<file path="src/rtl/pc_sequencer_if.sv">
// Bus between the program-counter sequencer and its surrounding datapath:
// decoded control requests in, PC/stack strobes and status out.
interface pc_sequencer_if;
    logic [9:0] from_immed;
    logic [9:0] from_stack;
    logic       branch;
    logic       call;
    logic       ret;
    logic       reti;
    logic       sei;
    logic       cli;
    logic       intr;
    logic [9:0] pc_count;
    logic [1:0] pc_mux_sel;
    logic       pc_ld;
    logic       stack_push;
    logic       stack_pop;
    logic [9:0] ret_addr;
    logic       int_en;
    logic       stk_err;
    logic [1:0] state;

    modport master (
        output from_immed, from_stack, branch, call, ret, reti, sei, cli, intr,
        input  pc_count, pc_mux_sel, pc_ld, stack_push, stack_pop, ret_addr,
               int_en, stk_err, state
    );

    modport slave (
        input  from_immed, from_stack, branch, call, ret, reti, sei, cli, intr,
        output pc_count, pc_mux_sel, pc_ld, stack_push, stack_pop, ret_addr,
               int_en, stk_err, state
    );
endinterface

</file>
<file path="src/rtl/pc_sequencer.sv">
// Fetch/execute/interrupt sequencer owning the program counter, interrupt
// enable, edge-detected interrupt pending bit and return-stack depth tracking.
module pc_sequencer #(
    parameter logic [9:0] VECTOR    = 10'h3FF,
    parameter int         DEPTH_MAX = 15
) (
    input  logic          clk,
    input  logic          rst_n,
    pc_sequencer_if.slave bus
);
    localparam int DW = $clog2(DEPTH_MAX + 1);
    localparam logic [DW-1:0] DEPTH_TOP = DW'(DEPTH_MAX);
    localparam logic [DW-1:0] DEPTH_ONE = DW'(1);

    typedef enum logic [1:0] {
        S_INIT  = 2'b00,
        S_FETCH = 2'b01,
        S_EXEC  = 2'b10,
        S_INTR  = 2'b11
    } state_e;

    state_e        state_q, state_d;
    logic [9:0]    pcCount_q, pcCount_d;
    logic [DW-1:0] depth_q, depth_d;
    logic          intEn_q, intEn_d;
    logic          pending_q, pending_d;
    logic          stkErr_q, stkErr_d;
    logic          intrPrev_q;

    logic          pcLd;
    logic          push;
    logic          pop;
    logic [1:0]    muxSel;
    logic [9:0]    retAddr;
    logic [9:0]    pcInc;
    logic          intrRise;

    assign pcInc    = pcCount_q + 10'd1;
    assign intrRise = bus.intr & ~intrPrev_q;

    always_ff @(posedge clk or negedge rst_n) begin
        if (!rst_n) begin
            state_q    <= S_INIT;
            pcCount_q  <= '0;
            depth_q    <= '0;
            intEn_q    <= 1'b0;
            pending_q  <= 1'b0;
            stkErr_q   <= 1'b0;
            intrPrev_q <= 1'b0;
        end else begin
            state_q    <= state_d;
            pcCount_q  <= pcCount_d;
            depth_q    <= depth_d;
            intEn_q    <= intEn_d;
            pending_q  <= pending_d;
            stkErr_q   <= stkErr_d;
            intrPrev_q <= bus.intr;
        end
    end

    always_comb begin
        state_d   = state_q;
        pcCount_d = pcCount_q;
        depth_d   = depth_q;
        intEn_d   = intEn_q;
        pending_d = pending_q | intrRise;
        stkErr_d  = stkErr_q;
        pcLd      = 1'b0;
        push      = 1'b0;
        pop       = 1'b0;
        muxSel    = 2'b11;
        retAddr   = '0;

        case (state_q)
            S_INIT: begin
                pcLd    = 1'b1;
                state_d = S_FETCH;
            end
            S_FETCH: begin
                state_d = S_EXEC;
            end
            S_EXEC: begin
                // A pop on an empty stack falls back to the zero source.
                if (bus.ret || bus.reti) begin
                    pcLd = 1'b1;
                    if (depth_q == '0) begin
                        stkErr_d = 1'b1;
                    end else begin
                        pop     = 1'b1;
                        muxSel  = 2'b01;
                        depth_d = depth_q - DEPTH_ONE;
                    end
                end else if (bus.call) begin
                    pcLd   = 1'b1;
                    muxSel = 2'b00;
                    if (depth_q == DEPTH_TOP) begin
                        stkErr_d = 1'b1;
                    end else begin
                        push    = 1'b1;
                        retAddr = pcInc;
                        depth_d = depth_q + DEPTH_ONE;
                    end
                end else if (bus.branch) begin
                    pcLd   = 1'b1;
                    muxSel = 2'b00;
                end

                if (bus.cli) begin
                    intEn_d = 1'b0;
                end else if (bus.sei || bus.reti) begin
                    intEn_d = 1'b1;
                end

                // The interrupt decision sees this instruction's enable update.
                state_d = (pending_d && intEn_d) ? S_INTR : S_FETCH;
            end
            S_INTR: begin
                pcLd      = 1'b1;
                muxSel    = 2'b10;
                intEn_d   = 1'b0;
                pending_d = intrRise;
                if (depth_q == DEPTH_TOP) begin
                    stkErr_d = 1'b1;
                end else begin
                    push    = 1'b1;
                    retAddr = pcCount_q;
                    depth_d = depth_q + DEPTH_ONE;
                end
                state_d = S_FETCH;
            end
            default: begin
                state_d = S_INIT;
            end
        endcase

        if (pcLd) begin
            case (muxSel)
                2'b00:   pcCount_d = bus.from_immed;
                2'b01:   pcCount_d = bus.from_stack;
                2'b10:   pcCount_d = VECTOR;
                default: pcCount_d = '0;
            endcase
        end else if (state_q == S_EXEC) begin
            pcCount_d = pcInc;
        end
    end

    // INIT requests a load, but no strobe may escape while reset is held.
    assign bus.pc_ld      = pcLd & rst_n;
    assign bus.pc_mux_sel = muxSel;
    assign bus.stack_push = push;
    assign bus.stack_pop  = pop;
    assign bus.ret_addr   = retAddr;
    assign bus.pc_count   = pcCount_q;
    assign bus.int_en     = intEn_q;
    assign bus.stk_err    = stkErr_q;
    assign bus.state      = state_q;
endmodule

</file>
<file path="src/flat_wrapper.sv">
// flat-port wrapper written by rule: the top's interface ports become plain ports
module pc_sequencer_flat 
#(
    parameter logic [9:0] VECTOR    = 10'h3FF,
    parameter int         DEPTH_MAX = 15
)
  (clk, rst_n, bus_from_immed, bus_from_stack, bus_branch, bus_call, bus_ret, bus_reti, bus_sei, bus_cli, bus_intr, bus_pc_count, bus_pc_mux_sel, bus_pc_ld, bus_stack_push, bus_stack_pop, bus_ret_addr, bus_int_en, bus_stk_err, bus_state);
  pc_sequencer_if bus_i ();
  input  logic clk;
  input  logic rst_n;
  input wire logic [$bits(bus_i.from_immed)-1:0] bus_from_immed;
  input wire logic [$bits(bus_i.from_stack)-1:0] bus_from_stack;
  input wire logic [$bits(bus_i.branch)-1:0] bus_branch;
  input wire logic [$bits(bus_i.call)-1:0] bus_call;
  input wire logic [$bits(bus_i.ret)-1:0] bus_ret;
  input wire logic [$bits(bus_i.reti)-1:0] bus_reti;
  input wire logic [$bits(bus_i.sei)-1:0] bus_sei;
  input wire logic [$bits(bus_i.cli)-1:0] bus_cli;
  input wire logic [$bits(bus_i.intr)-1:0] bus_intr;
  output wire logic [$bits(bus_i.pc_count)-1:0] bus_pc_count;
  output wire logic [$bits(bus_i.pc_mux_sel)-1:0] bus_pc_mux_sel;
  output wire logic [$bits(bus_i.pc_ld)-1:0] bus_pc_ld;
  output wire logic [$bits(bus_i.stack_push)-1:0] bus_stack_push;
  output wire logic [$bits(bus_i.stack_pop)-1:0] bus_stack_pop;
  output wire logic [$bits(bus_i.ret_addr)-1:0] bus_ret_addr;
  output wire logic [$bits(bus_i.int_en)-1:0] bus_int_en;
  output wire logic [$bits(bus_i.stk_err)-1:0] bus_stk_err;
  output wire logic [$bits(bus_i.state)-1:0] bus_state;
  assign bus_i.from_immed = bus_from_immed;
  assign bus_i.from_stack = bus_from_stack;
  assign bus_i.branch = bus_branch;
  assign bus_i.call = bus_call;
  assign bus_i.ret = bus_ret;
  assign bus_i.reti = bus_reti;
  assign bus_i.sei = bus_sei;
  assign bus_i.cli = bus_cli;
  assign bus_i.intr = bus_intr;
  assign bus_pc_count = bus_i.pc_count;
  assign bus_pc_mux_sel = bus_i.pc_mux_sel;
  assign bus_pc_ld = bus_i.pc_ld;
  assign bus_stack_push = bus_i.stack_push;
  assign bus_stack_pop = bus_i.stack_pop;
  assign bus_ret_addr = bus_i.ret_addr;
  assign bus_int_en = bus_i.int_en;
  assign bus_stk_err = bus_i.stk_err;
  assign bus_state = bus_i.state;
  pc_sequencer #(.VECTOR(VECTOR), .DEPTH_MAX(DEPTH_MAX)) u_core (.clk(clk), .rst_n(rst_n), .bus(bus_i));
endmodule
</file>
<file path="config.mk">
export PLATFORM = sky130hd
export DESIGN_NAME = pc_sequencer_flat
export DESIGN_NICKNAME = d
export VERILOG_FILES = /design/src/rtl/pc_sequencer_if.sv /design/src/rtl/pc_sequencer.sv /design/src/flat_wrapper.sv
export SDC_FILE = /design/constraint.sdc
export NUM_CORES = 1
export LEC_CHECK = 0
export ABC_AREA = 1
export CAP_MARGIN = 30
export CORE_MARGIN = 8
export CORE_UTILIZATION = 23
export DETAILED_ROUTE_END_ITERATION = 8
export GPL_TIMING_DRIVEN = 0
export PLACE_DENSITY = 0.58
export SYNTH_ARGS = -nofsm -noshare
export SYNTH_HDL_FRONTEND = slang
export SYNTH_SLANG_ARGS = --single-unit
</file>
<file path="constraint.sdc">
create_clock -name clk -period 1.8 [get_ports clk]
set_clock_uncertainty 0.15 [all_clocks]
set_input_delay 0.36 -clock clk [delete_from_list [all_inputs] [get_ports clk]]
set_output_delay 0.36 -clock clk [all_outputs]
set_load 0.03 [all_outputs]
</file>
==> results of run 1 <==
-- worst register-to-register path: stages, from the launching register on --
cell	delay, ns
dfrtp_2	0.45
inv_2	0.08
ha_4	0.18
buf_12	0.12
clkinv_8	0.05
nor2_4	0.11
buf_6	0.14
buf_6	0.10
clkbuf_16	0.12
nand4_1	0.09
nand3_1	0.09
nand3_1	0.07
nand2_1	0.07
-- repair_timing --
item	CTS	global route
gates resized for setup	156	36
pin swaps	7	18
buffers inserted	21	24
endpoints found under the hold margin	0	0
cloned	1	2
setup endpoints to repair	29	25
-- cells in the final DEF (no fill, tap or decap), drive strengths merged, types with 15 or more instances in the layout --
master	n
inv	33
dfrtp	20
dlygate4sd2	17
clkdlybuf4s50	24
a21oi	15
nand3	20
buf	67
nand2	62
o21ai	19
nor2	20
-- sequential cells by signal (all words and copies together) (netlist names) --
name                 flops
u_core.bus.int_en        1
u_core.bus.pc_count     10
u_core.bus.state         2
u_core.bus.stk_err       1
u_core.depth_q           4
u_core.intrPrev_q        1
u_core.pending_q         1
-- per-stage QoR --
stage          setup WS [ns]  area [um2]
6_report              -0.395        3330
3_3_place_gp           -1.31        2610
3_5_place_dp           -1.02        2630
5_1_grt               -0.462        3330
2_1_floorplan        -0.0993        1920
4_1_cts               -0.427        2980
-- area by class of cell --
class | instances | area, um2
clock buffer | 4 | 55.1
multi-input combinational | 182 | 1380
timing repair inverter | 1 | 6.26
inverter | 33 | 149
timing repair buffer | 103 | 1020
buffer | 7 | 78.8
sequential | 20 | 512
tap | 99 | 124
fill | 678 | 3850
-- kinds of logic (layout without fill, tap and decap cells) --
logic type,after synthesis,after routing
and+or+nand+nor,115,115
AOI/OAI and AO/OA,52,52
buffers and inverters,41,148
DFF,20,20
adders and majority gates,8,8
xor gates and xnor gates,7,7
-- metal layers --
metal  vias to the layer above  global-route usage [%]  wire, um
met5                         -                       0         0
met4                         0                    3.67        97
met3                        11                    2.96       425
met2                        60                    21.8      3420
met1                       996                    15.5      2920
li1                       1024                       -         -
-- power breakdown --
group	internal (mW)	total (mW)	switching [mW]
registers	0.695	0.992	0.297
logic	2.42	5.51	3.09
clock network	0.195	0.369	0.174
-- worst paths after layout --
check | slack (ns) | start | end
max | -0.39 | u_core.depth_q[0] | bus_ret_addr[0]
min | 0.04 | rst_n | u_core.bus.stk_err
max reg2reg | -0.07 | u_core.bus.state[0] | u_core.bus.pc_count[9]
min reg2reg | 0.31 | u_core.bus.stk_err | u_core.bus.stk_err
max in group asynchronous | 0.96 | rst_n | u_core.bus.pc_count[4]
min in group clk | 0.31 | u_core.bus.stk_err | u_core.bus.stk_err
==> run_results.csv, run 1 <==
group,metric,value,unit
synthesis,synth.area.top_cells,"dfrtp_1, nand2_1, inv_1",
synthesis,ys_top_cells_by_count,"nand2_1, inv_1, dfrtp_1, nand3_1, nor2_1",
synthesis,yosysTopAreaCell,"dfrtp_1",
setup_path,critPathRequiredTime,1.29,ns
synthesis,synthXorXnorAreaFrac,3.66,%
timing,fmax,0.456,GHz
setup_path,endpoint_kind,"primary output",
route,drt-total-wl,6870,um
clock_network,clkTransAtPathRegs,0.09,ns
route,wl_per_cell,15.3,um
setup_path,cp_num_buf_inv,3,
placed_design,place_congestion,0.784,
placed_design,io_buffers,57,
power,power.leakage,1.45,nW
global_route,grt_pass1_vias,2086,
placed_design,placed_cells,400,
synthesis,syn_avg_cell_area,6.90,um2
synthesis,synthSimpleGateAreaFrac,31.6,%
synthesis,synth_top_family_by_area,"simple AND/OR/NAND/NOR gates",
floorplanning,rows,31,
route,firstDrtPassIters,4,
synthesis,async_flop_share,100,%
synthesis,synthMuxAreaShare,0,%
synthesis,synthAdderAreaFrac,5.97,%
synthesis,synthesis.nets,280,
power,total_power,6.87,mW
route,vias,2091,
setup_path,path_depth,7,
timing,fin_crit_sh,122,%
global_route,gr-total-overflow,0,
min_path,hold_path_class,"in2async",
synthesis,synth-seq-area-share,29.9,%
timing,fin_ws,-0.395,ns
timing,drv_slew,0,
clock_network,cts_tree,"built",
setup_path,criticalPathCategory,"reg2out",
synthesis,synth-edff-count,0,
placed_design,hpwl,4600,um
layout,area_growth,98.4,%
run_status,status,"finished with violations",
setup_path,slowest_stage,"dfrtp_1",
synthesis,syn_inst,243,
timing,finalSetupViolations,21,
floorplanning,initial_core_util,23.4,%
floorplanning,ios,58,
floorplanning,core,7180,um2
setup_path,critPathMaxStageDelay,0.43,ns
timing,worst_pin_slew,0.573,ns
setup_path,critPathMostFrequentCell,"buf_6",
route,drc,0,
clock_network,cts_buffers,3,
route,vias_per_cell,4.66,
synthesis,netlist_area,1680,um2
floorplanning,dieArea,10300,um2
flow_run,cap_viol_max_count,0,
clock_network,cts_sinks,20,
timing,fin_tns_setup,-5.35,ns
layout,insertedDiodeCount,0,
clock_network,clock_path_buffers,2,
global_route,track_usage,12.7,%
synthesis,synth-compound-area-share,18.2,%
timing,relSlewSlack,61.8,%
synthesis,synth_top_area_share,29.9,%
layout,drive_gt1_share,40.0,%
clock_network,cts_hold_buf,0,
timing,holdWs,0.0376,ns
global_route,antenna_found_initial,0,
setup_path,crit_arrival,1.68,ns
power,power.density,2070,nW/um2
run_status,violations,"setup timing",
clock_network,cts-root-buf,"clkbuf_8",
power,vdd_drop_max,0.835,mV
floorplanning,fp.dieW,101,um
setup_path,r2r_cells,12,
synthesis,postSynthRegisterBits,20,
synthesis,ys_warn_count,0,
setup_path,worst-path-max-fanout,5,
timing,final_hold_viol_count,0,
route,ant_nets,0,
synthesis,synth_flop_cell,"dfrtp_1",
timing,rsz0062_at_grt,"yes",
global_route,grt_pass1_wl,10300,um
synthesis,synth.distinct_cells,24,
synthesis,synth_most_common_cell,"nand2_1",
setup_path,worstPathCellList,"ha_4, nand3_4, nand4_1, buf_6, buf_12, a21oi_4, buf_6",
clock_network,cts_max_level,1,
clock_network,clk_latency,0.26,ns
floorplanning,fp.dieH,101,um
layout,instances_no_fill,449,
timing,period_minus_slack,2.19,ns
setup_path,start_kind,"register",
layout,nets,388,
setup_path,crit_family,"buffers and inverters",
layout,fin_util,46.3,%
global_route,grt_max_degree,12,
route,drt_iter0_markers,75,
Note: power is estimated with default switching activity, not from simulation.
==> run 2: changes to the inputs <==
--- a/config.mk
+++ b/config.mk
@@ -5,13 +5,13 @@
 export SDC_FILE = /design/constraint.sdc
 export NUM_CORES = 1
 export LEC_CHECK = 0
-export ABC_AREA = 1
 export CAP_MARGIN = 30
 export CORE_MARGIN = 8
 export CORE_UTILIZATION = 23
 export DETAILED_ROUTE_END_ITERATION = 8
 export GPL_TIMING_DRIVEN = 0
 export PLACE_DENSITY = 0.58
+export SLEW_MARGIN = 30
 export SYNTH_ARGS = -nofsm -noshare
 export SYNTH_HDL_FRONTEND = slang
 export SYNTH_SLANG_ARGS = --single-unit
==> run_results.csv, run 2 <==
group,metric,value,unit
run_status,status,"finished with violations",
run_status,violations,"setup timing",
synthesis,ys_warn_count,0,
setup_path,worst-path-max-fanout,5,
synthesis,postSynthRegisterBits,20,
power,p_clk_share,5.2,%
floorplanning,core,7180,um2
floorplanning,initial_core_util,23.5,%
synthesis,async_flop_share,100,%
timing,relSlewSlack,77.4,%
floorplanning,dieArea,10300,um2
synthesis,synth.area.top_cells,"dfrtp_1, a21oi_1, ha_1",
setup_path,critPathRequiredTime,1.29,ns
route,vias,2061,
layout,final_cell_mix,"buf_4, buf_6, clkdlybuf4s50_1",
power,switching_power,3.63,mW
setup_path,endpoint_kind,"primary output",
clock_network,clk_latency,0.28,ns
global_route,track_usage,13.8,%
global_route,grt_pass1_wl,11100,um
setup_path,slowest_stage,"dfrtp_1",
route,ant_nets,0,
power,power.leakage,1.36,nW
synthesis,synth_most_common_cell,"a21oi_1",
min_path,hold_path_class,"reg2reg",
timing,fin_crit_sh,132,%
setup_path,start_kind,"register",
placed_design,place_congestion,0.821,
route,drt_iter0_markers,35,
power,pwr-share-comb,80.3,%
global_route,antenna_found_initial,0,
timing,fin_ws,-0.569,ns
floorplanning,fp.dieH,102,um
power,swShare,50.1,%
synthesis,synthesis.nets,238,
timing,period_minus_slack,2.37,ns
timing,fmax,0.422,GHz
clock_network,cts_sinks,20,
timing,fin_tns_setup,-9.75,ns
setup_path,worstPathCellList,"ha_4, nand3_4, nand4_1, clkbuf_8, buf_6, o31ai_4, buf_6",
clock_network,cts_tree,"built",
global_route,grt_max_degree,21,
placed_design,hpwl,4560,um
layout,final_common_cell,"buf_4",
floorplanning,ios,58,
clock_network,clock_path_buffers,2,
synthesis,synth_top_area_share,29.7,%
global_route,gr-total-overflow,0,
timing,finalSetupViolations,29,
setup_path,critPathMaxStageDelay,0.43,ns
route,firstDrtPassIters,4,
synthesis,synth-edff-count,0,
synthesis,syn_avg_cell_area,8.38,um2
layout,area_growth,104,%
clock_network,cts-root-buf,"clkbuf_8",
layout,fillers,658,
setup_path,crit_arrival,1.86,ns
timing,final_hold_viol_count,0,
clock_network,cts_buffers,3,
route,vias_per_cell,5.00,
setup_path,critPathMostFrequentCell,"buf_6",
synthesis,syn_inst,201,
clock_network,cts_max_level,1,
layout,insertedDiodeCount,0,
floorplanning,fp.dieW,102,um
timing,rsz0062_at_grt,"yes",
floorplanning,rows,31,
synthesis,netlist_area,1680,um2
placed_design,place_ws,-1.57,ns
power,power.density,2110,nW/um2
timing,drv_slew,0,
synthesis,synth-seq-area-share,29.7,%
route,wl_per_cell,17.0,um
synthesis,synth.distinct_cells,43,
power,total_power,7.24,mW
synthesis,yosysTopAreaCell,"dfrtp_1",
clock_network,clkTransAtPathRegs,0.08,ns
layout,largest_reg_flops,10,
synthesis,synth_flop_cell,"dfrtp_1",
synthesis,ys_top_cells_by_count,"a21oi_1, dfrtp_1, nor2_1",
power,intPower,3.62,mW
flow_run,cap_viol_max_count,0,
route,drc,0,
placed_design,io_buffers,57,
layout,drive_gt1_share,56.9,%
power,vdd_drop_max,0.739,mV
route,drt-total-wl,7010,um
timing,worst_pin_slew,0.339,ns
global_route,grt_pass1_vias,2151,
layout,nets,351,
setup_path,criticalPathCategory,"reg2out",
power,p_seq_share,14.5,%
run 2: changes by cell type after synthesis, sizes merged, moves of 8 or more:
cell and change:
nand2 -47, inv -21, a22o +10, o31ai +9, o21ai -8, nand4 -8, nand3 -12
run 2: worst max-delay path, delay by kind of cell, from the launching register on:
kind	cells	cell delay, ns
compound gates	1	0.17
simple gates	2	0.29
buf+inv	3	0.52
fa+ha+maj	1	0.19
flops	1	0.43
run 2: per-layer routing:
layer  vias to the layer above  routed length (um)  track usage [%]
met5                         -                   0                0
met4                         0                  90             3.78
met3                         8                 436             3.09
met2                        63                3510             23.7
met1                      1005                2980             16.7
li1                        985                   -                -
run 2: worst paths after layout:
kind,slack (ns),cells past startpoint,from,end
max in group asynchronous,0.88,3,rst_n,u_core.bus.state[0]
min,0.34,1,u_core.bus.stk_err,u_core.bus.stk_err
min reg2reg,0.34,1,u_core.bus.stk_err,u_core.bus.stk_err
min in group asynchronous,0.44,3,rst_n,u_core.bus.pc_count[2]
max reg2reg,-0.28,11,u_core.depth_q[0],u_core.bus.pc_count[4]
max,-0.57,7,u_core.depth_q[0],bus_ret_addr[8]
run 2: through the flow:
| step | hold slack, ns | cells | area, um2 | util, % |
|---|---|---|---|---|
| 2_1_floorplan | -0.0856 | 201 | 1990 | - |
| 3_3_place_gp | 0.314 | 357 | 2690 | 37.5 |
| 3_5_place_dp | 0.235 | 357 | 2680 | 37.4 |
| 4_1_cts | 0.351 | 404 | 3270 | 45.6 |
| 5_1_grt | 0.368 | 412 | 3430 | 47.8 |
| 6_report | 0.336 | 412 | 3430 | 47.8 |
run 2: area by class of cell:
cell class	count	area [um2]	share of cell area, %
inverters	12	52.6	1.53
multi-input cells	158	1570	45.8
repair buffers	110	1030	29.9
clock buffers	4	55.1	1.61
well taps	99	124	3.61
plain buffers	9	92.6	2.70
flip-flops and latches	20	508	14.8
run 2: logic make-up (layout without fill, tap and decap cells):
logic type                 count (synthesis)  in the layout  share of synthesized area [%]
and+or+nand+nor                           68             68                           20.5
muxes                                      2              2                           1.19
DFF                                       20             20                           29.7
xor gates and xnor gates                   2              2                           1.04
adders and majority gates                  8              8                           5.94
buffers and inverters                     23            135                           5.79
AOI/OAI and AO/OA                         78             78                           35.8
run 2: what timing repair did:
| item | in CTS | in global routing |
|---|---|---|
| hold endpoints to repair | 20 | 0 |
| buffers inserted | 41 | 11 |
| hold buffers | 2 | 0 |
| pin swaps | 20 | 29 |
| cloned | 1 | 0 |
| resized for setup | 190 | 32 |
| setup endpoints to repair | 42 | 33 |
run 2: power groups by stage:
stage / clock, mW / sequential (mW) / combinational (mW)
after floorplan: 0 / 1.30 / 2.89
after global placement: 0 / 1.06 / 4.41
after detailed placement: 0 / 1.08 / 4.44
after CTS: 0.394 / 1.06 / 5.38
after global routing: 0.409 / 1.08 / 6.25
final: 0.380 / 1.05 / 5.81
==> run 3: changes to the inputs <==
--- a/config.mk
+++ b/config.mk
@@ -8,6 +8,7 @@
 export CAP_MARGIN = 30
 export CORE_MARGIN = 8
 export CORE_UTILIZATION = 23
+export CTS_BUF_LIST = sky130_fd_sc_hd__clkbuf_4
 export DETAILED_ROUTE_END_ITERATION = 8
 export GPL_TIMING_DRIVEN = 0
 export PLACE_DENSITY = 0.58
==> run_results.csv, run 3 (same netlist as run 2, synthesis figures left out) <==
group,metric,value,unit
floorplanning,fp.dieW,102,um
route,drt-total-wl,6870,um
route,vias,2024,
global_route,gr-total-overflow,0,
floorplanning,initial_core_util,23.5,%
setup_path,critPathRequiredTime,1.29,ns
route,drc,0,
route,firstDrtPassIters,4,
clock_network,cts-root-buf,"clkbuf_4",
route,drt_iter0_markers,129,
clock_network,clk_latency,0.33,ns
layout,final_common_cell,"buf_4",
route,wl_per_cell,17.0,um
floorplanning,ios,58,
floorplanning,rows,31,
layout,nets,344,
layout,insertedDiodeCount,0,
route,vias_per_cell,5.00,
clock_network,cts_tree,"built",
layout,final_cell_mix,"buf_4, buf_6, clkdlybuf4s50_1",
layout,multiInputGateArea,1580,um2
run_status,status,"finished with violations",
layout,fin_util,47.1,%
clock_network,clock_path_buffers,2,
global_route,antenna_found_initial,0,
timing,worst_pin_slew,0.315,ns
setup_path,criticalPathCategory,"reg2out",
floorplanning,core,7180,um2
layout,area_growth,101,%
timing,relSlewSlack,79.0,%
layout,largest_reg_flops,10,
route,ant_nets,0,
power,power.leakage,1.33,nW
timing,final_hold_viol_count,0,
run_status,violations,"setup timing",
clock_network,cts_max_level,1,
global_route,track_usage,13.3,%
layout,seq_area,512,um2
timing,finalSetupViolations,29,
power,vdd_drop_max,0.740,mV
clock_network,clkTransAtPathRegs,0.13,ns
floorplanning,fp.dieH,102,um
timing,drv_slew,0,
layout,drive_gt1_share,57.5,%
timing,fin_ws,-0.646,ns
layout,fin_area,3380,um2
placed_design,place_congestion,0.821,
timing,period_minus_slack,2.45,ns
clock_network,cts_sinks,20,
clock_network,cts_buffers,3,
flow_run,cap_viol_max_count,0,
global_route,grt_max_degree,21,
global_route,grt_pass1_vias,2113,
setup_path,start_kind,"register",
timing,fin_crit_sh,136,%
timing,fin_tns_setup,-10.77,ns
setup_path,worst-path-max-fanout,5,
setup_path,crit_arrival,1.94,ns
global_route,grt_pass1_wl,10900,um
setup_path,endpoint_kind,"primary output",
timing,holdWs,0.335,ns
placed_design,placed_area,2680,um2
min_path,hold_path_class,"in2reg",
layout,fillers,664,
timing,fmax,0.409,GHz
timing,rsz0062_at_grt,"yes",
placed_design,io_buffers,57,
floorplanning,dieArea,10300,um2
placed_design,hpwl,4560,um
power,total_power,7.03,mW
power,power.density,2080,nW/um2
-- run 3: changes by cell type in the layout (fill, tap and decap cells not counted), moves of 4 or more --
cell | previous run | this run
dlygate4sd2_1 | 12 | 8
buf_4 | 38 | 34
buf_6 | 30 | 24
clkdlybuf4s15_2 | 2 | 7
a21oi_4 | 0 | 5
clkbuf_8 | 6 | 2
a21oi_2 | 14 | 9
-- run 3: final timing paths --
check / start / endpoint / slack [ns] / cells past startpoint
max: u_core.depth_q[1] / bus_ret_addr[7] / -0.65 / 7
min: bus_intr / u_core.intrPrev_q / 0.33 / 1
max reg2reg: u_core.bus.state[0] / u_core.bus.pc_count[9] / -0.25 / 11
min reg2reg: u_core.bus.stk_err / u_core.bus.stk_err / 0.35 / 1
max in group asynchronous: rst_n / u_core.bus.state[1] / 0.94 / 3
min in group asynchronous: rst_n / u_core.bus.pc_count[2] / 0.38 / 3
-- run 3: power breakdown --
group / total (mW) / leakage (nW) / internal [mW] / switching [mW]
clock network: 0.256 / 0.0154 / 0.0814 / 0.175
logic: 5.70 / 1.09 / 2.65 / 3.05
registers: 1.07 / 0.222 / 0.698 / 0.377
total: 7.03 / 1.33 / 3.43 / 3.60
-- run 3: layout make-up --
| type | instances | share of cell area, % |
|---|---|---|
| plain buffers | 9 | 2.85 |
| clock buffers | 3 | 0.666 |
| clock inverters | 1 | 0.111 |
| inverters | 12 | 1.41 |
| multi-input cells | 158 | 46.8 |
| flip-flops and latches | 20 | 15.1 |
| well taps | 99 | 3.67 |
| repair buffers | 103 | 29.3 |
-- run 3: timing repair --
action | CTS | global route
pin swaps | 24 | 21
setup buffers | 35 | 11
hold buffers | 2 | 0
hold endpoints to repair | 20 | 0
resized for setup | 171 | 55
cloned | 1 | 0
setup endpoints to repair | 42 | 34
-- run 3: metal layers --
metal	vias up	track usage [%]	share of wire (%)
met4	0	1.83	0.60
met5	-	0	0
met3	6	3.30	5.3
li1	970	-	-
met2	45	23.0	50
met1	1003	16.5	44
-- run 3: critical path, stage by stage, from the launching register on --
cell and delay (ns):
dfrtp_2 0.46, ha_4 0.18, nand3_4 0.08, nand4_1 0.19
buf_4 0.22, buf_12 0.13, o31ai_4 0.19, buf_6 0.16
-- run 3: through the flow --
step                      cells  worst slack [ns]
final                       405            -0.646
after global routing        405            -0.700
after CTS                   398            -0.643
after detailed placement    357             -1.57
after global placement      357             -1.58
after floorplan             201            -0.240
